[src/rtl/fir_out_requant.sv]
// Post-FIR requantizer: discards start-up samples, then decimates, rounds and
// saturates each kept sample to 16 bits and buffers it in a FWFT FIFO.
module fir_out_requant #(
  parameter int SHIFT  = 15,
  parameter int DECIM  = 4,
  parameter int WARMUP = 31,
  parameter int DEPTH  = 8
) (
  input  logic                       CLK,
  input  logic                       reset,
  input  logic signed [31:0]         data_in,
  input  logic                       in_valid,
  input  logic                       clr_flags,
  output logic signed [15:0]         data_out,
  output logic                       out_valid,
  input  logic                       out_ready,
  output logic [$clog2(DEPTH):0]     fifo_level,
  output logic                       sat_flag,
  output logic                       overflow
);

  localparam int AW = $clog2(DEPTH);
  localparam int LW = AW + 1;
  localparam int WW = (WARMUP > 0) ? $clog2(WARMUP + 1) : 1;
  localparam int PW = (DECIM > 1) ? $clog2(DECIM) : 1;
  localparam logic signed [32:0] RND =
    (SHIFT > 0) ? (33'sd1 <<< ((SHIFT > 0) ? SHIFT - 1 : 0)) : '0;
  localparam logic [WW-1:0] WARM_MAX  = WW'(WARMUP);
  localparam logic [PW-1:0] PHASE_MAX = PW'(DECIM - 1);

  logic [WW-1:0]        warm_q, warm_d;
  logic [PW-1:0]        phase_q, phase_d;
  logic signed [15:0]   s1_data_q, s1_data_d;
  logic                 s1_keep_q, s1_keep_d;
  logic [AW-1:0]        wr_ptr_q, wr_ptr_d;
  logic [AW-1:0]        rd_ptr_q, rd_ptr_d;
  logic [LW-1:0]        level_q, level_d;
  logic                 sat_q, sat_d;
  logic                 ovf_q, ovf_d;
  logic signed [15:0]   mem_q [DEPTH];

  logic signed [32:0]   sum;
  logic signed [32:0]   shifted;
  logic signed [15:0]   req;
  logic                 clip;
  logic                 warm_done;
  logic                 keep_now;
  logic                 full;
  logic                 rd_en;
  logic                 wr_en;

  // Round half-up in 33 bits so the rounding add cannot wrap, then clip.
  always_comb begin
    sum     = {data_in[31], data_in} + RND;
    shifted = sum >>> SHIFT;
    clip    = 1'b0;
    req     = shifted[15:0];
    if (shifted > 33'sd32767) begin
      req  = 16'sh7FFF;
      clip = 1'b1;
    end else if (shifted < -33'sd32768) begin
      req  = 16'sh8000;
      clip = 1'b1;
    end
  end

  always_comb begin
    warm_done = (warm_q == WARM_MAX);
    warm_d    = warm_q;
    phase_d   = phase_q;
    keep_now  = 1'b0;
    if (in_valid) begin
      if (!warm_done) begin
        warm_d = warm_q + WW'(1);
      end else begin
        keep_now = (phase_q == '0);
        phase_d  = (phase_q == PHASE_MAX) ? '0 : phase_q + PW'(1);
      end
    end
    s1_keep_d = keep_now;
    s1_data_d = keep_now ? req : s1_data_q;
  end

  // A full FIFO still takes a write when the head leaves in the same cycle.
  always_comb begin
    out_valid = (level_q != '0);
    full      = (level_q == LW'(DEPTH));
    rd_en     = out_valid && out_ready;
    wr_en     = s1_keep_q && (!full || rd_en);
    wr_ptr_d  = wr_en ? wr_ptr_q + AW'(1) : wr_ptr_q;
    rd_ptr_d  = rd_en ? rd_ptr_q + AW'(1) : rd_ptr_q;
    level_d   = level_q + LW'(wr_en) - LW'(rd_en);
    sat_d     = (sat_q && !clr_flags) || (keep_now && clip);
    ovf_d     = (ovf_q && !clr_flags) || (s1_keep_q && full && !rd_en);
    data_out  = out_valid ? mem_q[rd_ptr_q] : '0;
  end

  always_ff @(posedge CLK or negedge reset) begin
    if (!reset) begin
      warm_q    <= '0;
      phase_q   <= '0;
      s1_data_q <= '0;
      s1_keep_q <= 1'b0;
      wr_ptr_q  <= '0;
      rd_ptr_q  <= '0;
      level_q   <= '0;
      sat_q     <= 1'b0;
      ovf_q     <= 1'b0;
    end else begin
      warm_q    <= warm_d;
      phase_q   <= phase_d;
      s1_data_q <= s1_data_d;
      s1_keep_q <= s1_keep_d;
      wr_ptr_q  <= wr_ptr_d;
      rd_ptr_q  <= rd_ptr_d;
      level_q   <= level_d;
      sat_q     <= sat_d;
      ovf_q     <= ovf_d;
    end
  end

  always_ff @(posedge CLK) begin
    if (wr_en) begin
      mem_q[wr_ptr_q] <= s1_data_q;
    end
  end

  assign fifo_level = level_q;
  assign sat_flag   = sat_q;
  assign overflow   = ovf_q;

endmodule

[config.mk]
export PLATFORM = sky130hd
export DESIGN_NAME = fir_out_requant
export DESIGN_NICKNAME = d
export VERILOG_FILES = /design/src/rtl/fir_out_requant.sv
export SDC_FILE = /design/constraint.sdc
export NUM_CORES = 1
export LEC_CHECK = 0
export CAP_MARGIN = 15
export CORE_MARGIN = 2
export CORE_UTILIZATION = 55
export DETAILED_ROUTE_END_ITERATION = 16
export PLACE_DENSITY = 0.82
export SYNTH_ARGS = -nofsm -noshare
export SYNTH_HDL_FRONTEND = slang
export SYNTH_SLANG_ARGS = --single-unit
[constraint.sdc]
create_clock -name CLK -period 3.2 [get_ports CLK]
set_clock_uncertainty 0.2 [all_clocks]
set_input_delay 0.64 -clock CLK [delete_from_list [all_inputs] [get_ports CLK]]
set_output_delay 0.64 -clock CLK [all_outputs]
set_load 0.03 [all_outputs]
# After elaboration in Yosys (flattened, before gate mapping)
# Memory sizes are Yosys's and may differ from the RTL's.
# Cells that the tools add are included.
# Widths: inputs -> output; s select.
[op_classes] add_sub_neg=7 magnitude_cmp=2 eq_ne=3 mux=10 bitwise_logic=1 n_reduce_logical=17
[ops] cell="$mux 16" count=3
[ops] cell="$add 32x16->33 const B" count=1
[ops] cell="$gt 18x16->1 const B" count=1
[ops] cell="$lt 18x16->1 const B" count=1
[ops] cell="$logic_and 1x1->1" count=7
[ops] cell="$add 3x1->3 const B" count=2
[ops] cell="$mux 1" count=6
[ops] cell="$add 5x1->5 const B" count=1
[ops] cell="$eq 5x5->1 const B" count=1
[ops] cell="$add 4x1->4" count=1
[ops] cell="$eq 4x4->1 const B" count=1
[ops] cell="$reduce_and 2->1" count=2
[ops] cell="$reduce_bool 4->1" count=1
[ops] cell="$sub 4x1->4" count=1
[ops] cell="$logic_not 1->1" count=3
[ops] cell="$logic_or 1x1->1" count=3
[ops] cell="$add 2x1->2 const B" count=1
[ops] cell="$eq 2x2->1 const B" count=1
[ops] cell="$logic_not 2->1" count=1
[ops] cell="$mux 2" count=1
[ops] cell="$not 1->1" count=1
[totals] reg_bits=36 ramBits=128 in_bits=37 out_inout_bits=23 elab_cells=50 memories=1
[memory_table] memory="mem_q" words=8 word_bits=16 rd=1 rd_clocked_by_memory_dff=0 write_ports=1 line="40" text="logic signed [15:0] mem_q [DEPTH];"

# Logic depth before layout (Yosys ltp)
# Gate-level depths: netlist (run 1).
[logic_depth] word_depth=6 depth_mapped=13 mapped_depth_nobuf=12

# Least setup slack after synthesis (run 1)
# Ideal clock, no wire load.
[synth_path] path_kind="flip-flop to flip-flop" startpoint="register level_q[2], in the netlist fifo_level[2]" endpoint="memory mem_q[0][0] (enable)" setup_time_ps=409 arrival_time_ps=2589 required_time_ps=2591 path_slack_ps=2 path_stages_with_launch=7 n_path_buf=0 period_less_slack_ps=3198 path_cell_list="dfrtp_1 inv_1 ha_1 nand2b_1 a31oi_1 nand2b_1 nor3_1"
[synth_between] elab_chain_len=6 word_cells_on_any_way=8 cone_classes="eq/ne (1); mux (2); reduce/logical (5)"
[synth_rtl] item="start, declared" line="37" text="logic [LW-1:0] level_q, level_d;"
[synth_rtl] item="start signal, assigned" line="116" text="level_q <= level_d;"
[synth_rtl] item="$eq 4x4->1 or $reduce_bool 4->1 (tied branches)" line="87, 86"
[synth_rtl] item="$logic_not 1->1 or $logic_and 1x1->1 (tied branches)" line="89, 88"
[synth_rtl] item="$logic_or 1x1->1 (*)" line="89" text="wr_en = s1_keep_q && (!full || rd_en);"
[synth_rtl] item="$logic_and 1x1->1 (*)" line="89"
[synth_rtl] item="$mux 1 (*)" line="123" text="if (wr_en) begin"
[synth_rtl] item="$mux 1 (implied by the code) (*)" line="124" text="mem_q[wr_ptr_q] <= s1_data_q;"
[synth_rtl] item="end, declared" line="40"
# Mark *: on every way between the ends. The rest lies on a longest branch, timed or not.

# Final worst setup path (run 1)
[layout_path] startpoint="register rd_ptr_q[0]" endpoint="output port data_out[14]"
[layout_between] elab_chain_len=2
[layout_rtl] item="start, declared" line="36" text="logic [AW-1:0] rd_ptr_q, rd_ptr_d;"
[layout_rtl] item="start signal, assigned" line="115" text="rd_ptr_q <= rd_ptr_d;"
[layout_rtl] item="$mem_v2 8x16"
[layout_rtl] item="$mux 16" line="95" text="data_out = out_valid ? mem_q[rd_ptr_q] : '0;"
[layout_rtl] item="end, declared" line="14" text="output logic signed [15:0] data_out,"
# Every way passes these cells.

==> key figures, run 1 <==
STA
  – Setup-failing EPs final: 0
  – Final Slew Violations: 0
  – Slew HR: 45.3%
  – Worst-margin pin slew: 821 ps
  – RSZ-0062 raised after global routing: false
  – Total negative slack: 0 ps
  – Tcrit/Tclk final: 92.4%
  – Period minus WS final: 2960 ps
  – Fmax: 0.338 GHz
  – Endpoints failing hold: 0

Clocking
  – Clock-pin slew on the worst setup and hold paths: 60 ps
  – CTS resizes: 0
  – TritonCTS buffer count: 17
  – H-Tree Depth: 4
  – Setup Buffers After CTS: 0
  – CTS Buffer Depth: 2
  – Clk_lat worst skew: 420 ps
  – Clock Root Buffer: clkbuf_16
  – Hold-fix buffers at CTS: 0
  – Clock sink count: 164
  – CTS tree: done

Logic synthesis
  – Syn_area_per_cell: 16.6 µm²
  – Sequential share of the synthesized area: 68.0%
  – Synth warn: 0
  – Synthesized instance count: 420
  – Post-synth EDFFs: 128
  – Synth Net Count: 471
  – Post-synthesis cell area: 6970 µm²
  – Yosys reg bits: 164
  – Top FF cell, synth: edfxtp_1
  – Netlist cell types: 46
  – Post-synth ARST share: 22.0%

Layout
  – Fin nets: 536
  – Layout cells sized above 1: 22.7%
  – Final Cell Area: 8310 µm²
  – Final Util: 66.4%
  – Antenna diodes: 0
  – Synthesis-to-layout area growth: 19.1%
  – Fillers: 890

Hold path
  – HP Class: input port to async pin

Setup path
  – CP max FO: 12
  – Data arrival time of the worst path: 2120 ps
  – Crit path kind: flip-flop to primary output
  – Crit start category: flip-flop
  – Crit path capture type: primary output
  – Critical path launch point: rd_ptr_q[0]
  – WP data required: 2360 ps
  – Reg-to-Reg Start: fifo_level[2]

Floorplanning
  – Top-Level Pins: 60
  – Rows: 41
  – Die height: 117 µm
  – Die width: 117 µm
  – Starting Density: 55.7%
  – Core ar.: 12500 µm²
  – Area of the die: 13600 µm²

Run
  – Max-Cap Viols: 0

GRT
  – Vias in the first global route: 3893
  – Total gr overflow: 0
  – Met1 Use GR: 28.4%
  – Met2 capacity usage during global routing: 36.6%
  – Initial antenna violation count: 0
  – Largest net degree at the start of global routing: 37
  – Met3 Resource Use GR: 4.41%
  – Busiest grt layer: met2
  – Total track usage: 21.6%
  – First-pass GRT wire length: 21.2 mm

Placement
  – Port buffer count: 45
  – Post-DP Area: 7680 µm²
  – GP Congestion: 0.810
  – DPL Wire Length: 8.17 mm

Power and ir drop
  – VDD IR-drop max: 0.537 mV
  – Power Dens Cells: 905 nW/µm²
  – Leak: 3.04 nW

Drt
  – Vias: 3760
  – Initial DRC Count: 295
  – Initial DRT Pass Iterations: 4
  – Post-DR vias/cell: 5.62
  – Final ANT Viol Nets: 0
  – Residual DRC count: 0
  – Drt wl/cell: 19.6 µm
  – Post-Route WL: 13.1 mm

Status
  – Status: complete, no violations
state kept, by name, summed over array words and instances, names as in the netlist:
signal / flops
rd_ptr_q: 3
mem_q: 128
wr_ptr_q: 3
sat_flag: 1
fifo_level: 4
warm_q: 5
s1_data_q: 16
phase_q: 2
s1_keep_q: 1
overflow: 1
routing by layer:
layer	share of wire (%)	up-vias
met5	0	-
met4	0.92	0
met3	7.7	6
met2	51	134
met1	41	1874
li1	-	1746
cell usage after synthesis (2+ instances only):
cell	n	area, µm²
edfxtp_1	128	3840
nor2_1	38	143
dfrtp_1	36	901
mux4_2	32	721
nand2_1	20	75.1
inv_1	17	63.8
mux2i_1	17	170
xnor2_1	17	149
o22a_1	14	123
ha_1	13	163
clkbuf_1	12	45.0
nand3_1	6	30.0
nor3_1	6	30.0
mux2_2	5	56.3
nand2b_1	5	31.3
nand4_1	5	31.3
a21oi_1	4	20.0
xor2_1	4	35.0
a21o_1	3	22.5
and3_1	3	18.8
buf_2	3	15.0
nor4_1	3	18.8
o21ai_0	3	15.0
a21boi_0	2	15.0
nor2b_1	2	12.5
or3_1	2	12.5
path summary, 6_finish.rpt:
| check | to | slack (ps) | cells after the start |
|---|---|---|---|
| setup / recovery | data_out[14] | 240 | 5 |
| hold / removal | sat_flag | 110 | 1 |
| max in group asynchronous | rd_ptr_q[0] | 2120 | 1 |
| hold reg to reg | warm_q[3] | 270 | 1 |
| min in group CLK | warm_q[3] | 270 | 1 |
| setup reg to reg | fifo_level[2] | 650 | 11 |
critical path, stage by stage, from the launching register on:
cell     delay (ps)
dfrtp_2         390
buf_4           270
mux4_2          540
mux2i_1         250
nor2_1           70
buf_4           170
report_power, final:
part           internal, W  switching [W]
Combinational      0.00107        0.00121
Clock              0.00131       0.000820
Sequential         0.00275       0.000355
Total              0.00513        0.00238
cells in the final DEF, fill, tap and decap left out, types with 2 or more instances in the layout:
cell type | synthesis | routed
mux2i_1 | 17 | 17
and3_1 | 3 | 3
edfxtp_1 | 128 | 128
xnor2_1 | 17 | 17
dfrtp_1 | 36 | 35
nor2_1 | 38 | 38
bufinv_16 | 0 | 4
buf_4 | 1 | 34
clkinv_4 | 0 | 4
nand2b_1 | 5 | 5
o21ai_0 | 3 | 3
a21oi_1 | 4 | 4
clkdlybuf4s50_1 | 0 | 28
or3_1 | 2 | 2
mux2_2 | 5 | 5
a21boi_0 | 2 | 2
a21o_1 | 3 | 3
o22a_1 | 14 | 14
nor4_1 | 3 | 3
nand3_1 | 6 | 6
nand4_1 | 5 | 5
nor3_1 | 6 | 4
nor2b_1 | 2 | 2
inv_1 | 17 | 17
nor3_2 | 0 | 2
ha_1 | 13 | 13
mux4_2 | 32 | 32
clkbuf_16 | 0 | 17
clkinvlp_4 | 0 | 4
xor2_1 | 4 | 4
nand2_1 | 20 | 20
through the flow:
stage	power, W	cells	worst slack (ps)	hold WS, ps
after CTS	0.00760	669	178	130
after detailed placement	0.00544	638	157	267
after floorplan	0.00464	420	1.91	144
after global routing	0.00788	669	111	191
after global placement	0.00534	638	199	259
final	0.00752	669	242	110
cell type report:
type	instances	area, µm²	share of cell area [%]
clock buffers	17	425	5.12
well taps	172	215	2.59
inverters	17	63.8	0.768
flip-flops and latches	164	4750	57.1
repair buffers	64	561	6.75
clock inverters	14	205	2.47
multi-input cells	221	2090	25.2
logic make-up after synthesis:
group / synth area share (%)
xor+xnor: 2.64
compound gates: 3.79
mux: 13.6
buf+inv: 2.12
flops: 68.0
fa+ha+maj: 2.62
simple gates: 7.21
Note: power is estimated with default switching activity, not from simulation.
==> run 2: changes to the inputs <==
--- a/config.mk
+++ b/config.mk
@@ -13,3 +13,4 @@
 export SYNTH_ARGS = -nofsm -noshare
 export SYNTH_HDL_FRONTEND = slang
 export SYNTH_SLANG_ARGS = --single-unit
+export TNS_END_PERCENT = 100
==> results of run 2 <==
No change in the layout: final DEF, timing and power equal those of run 1.
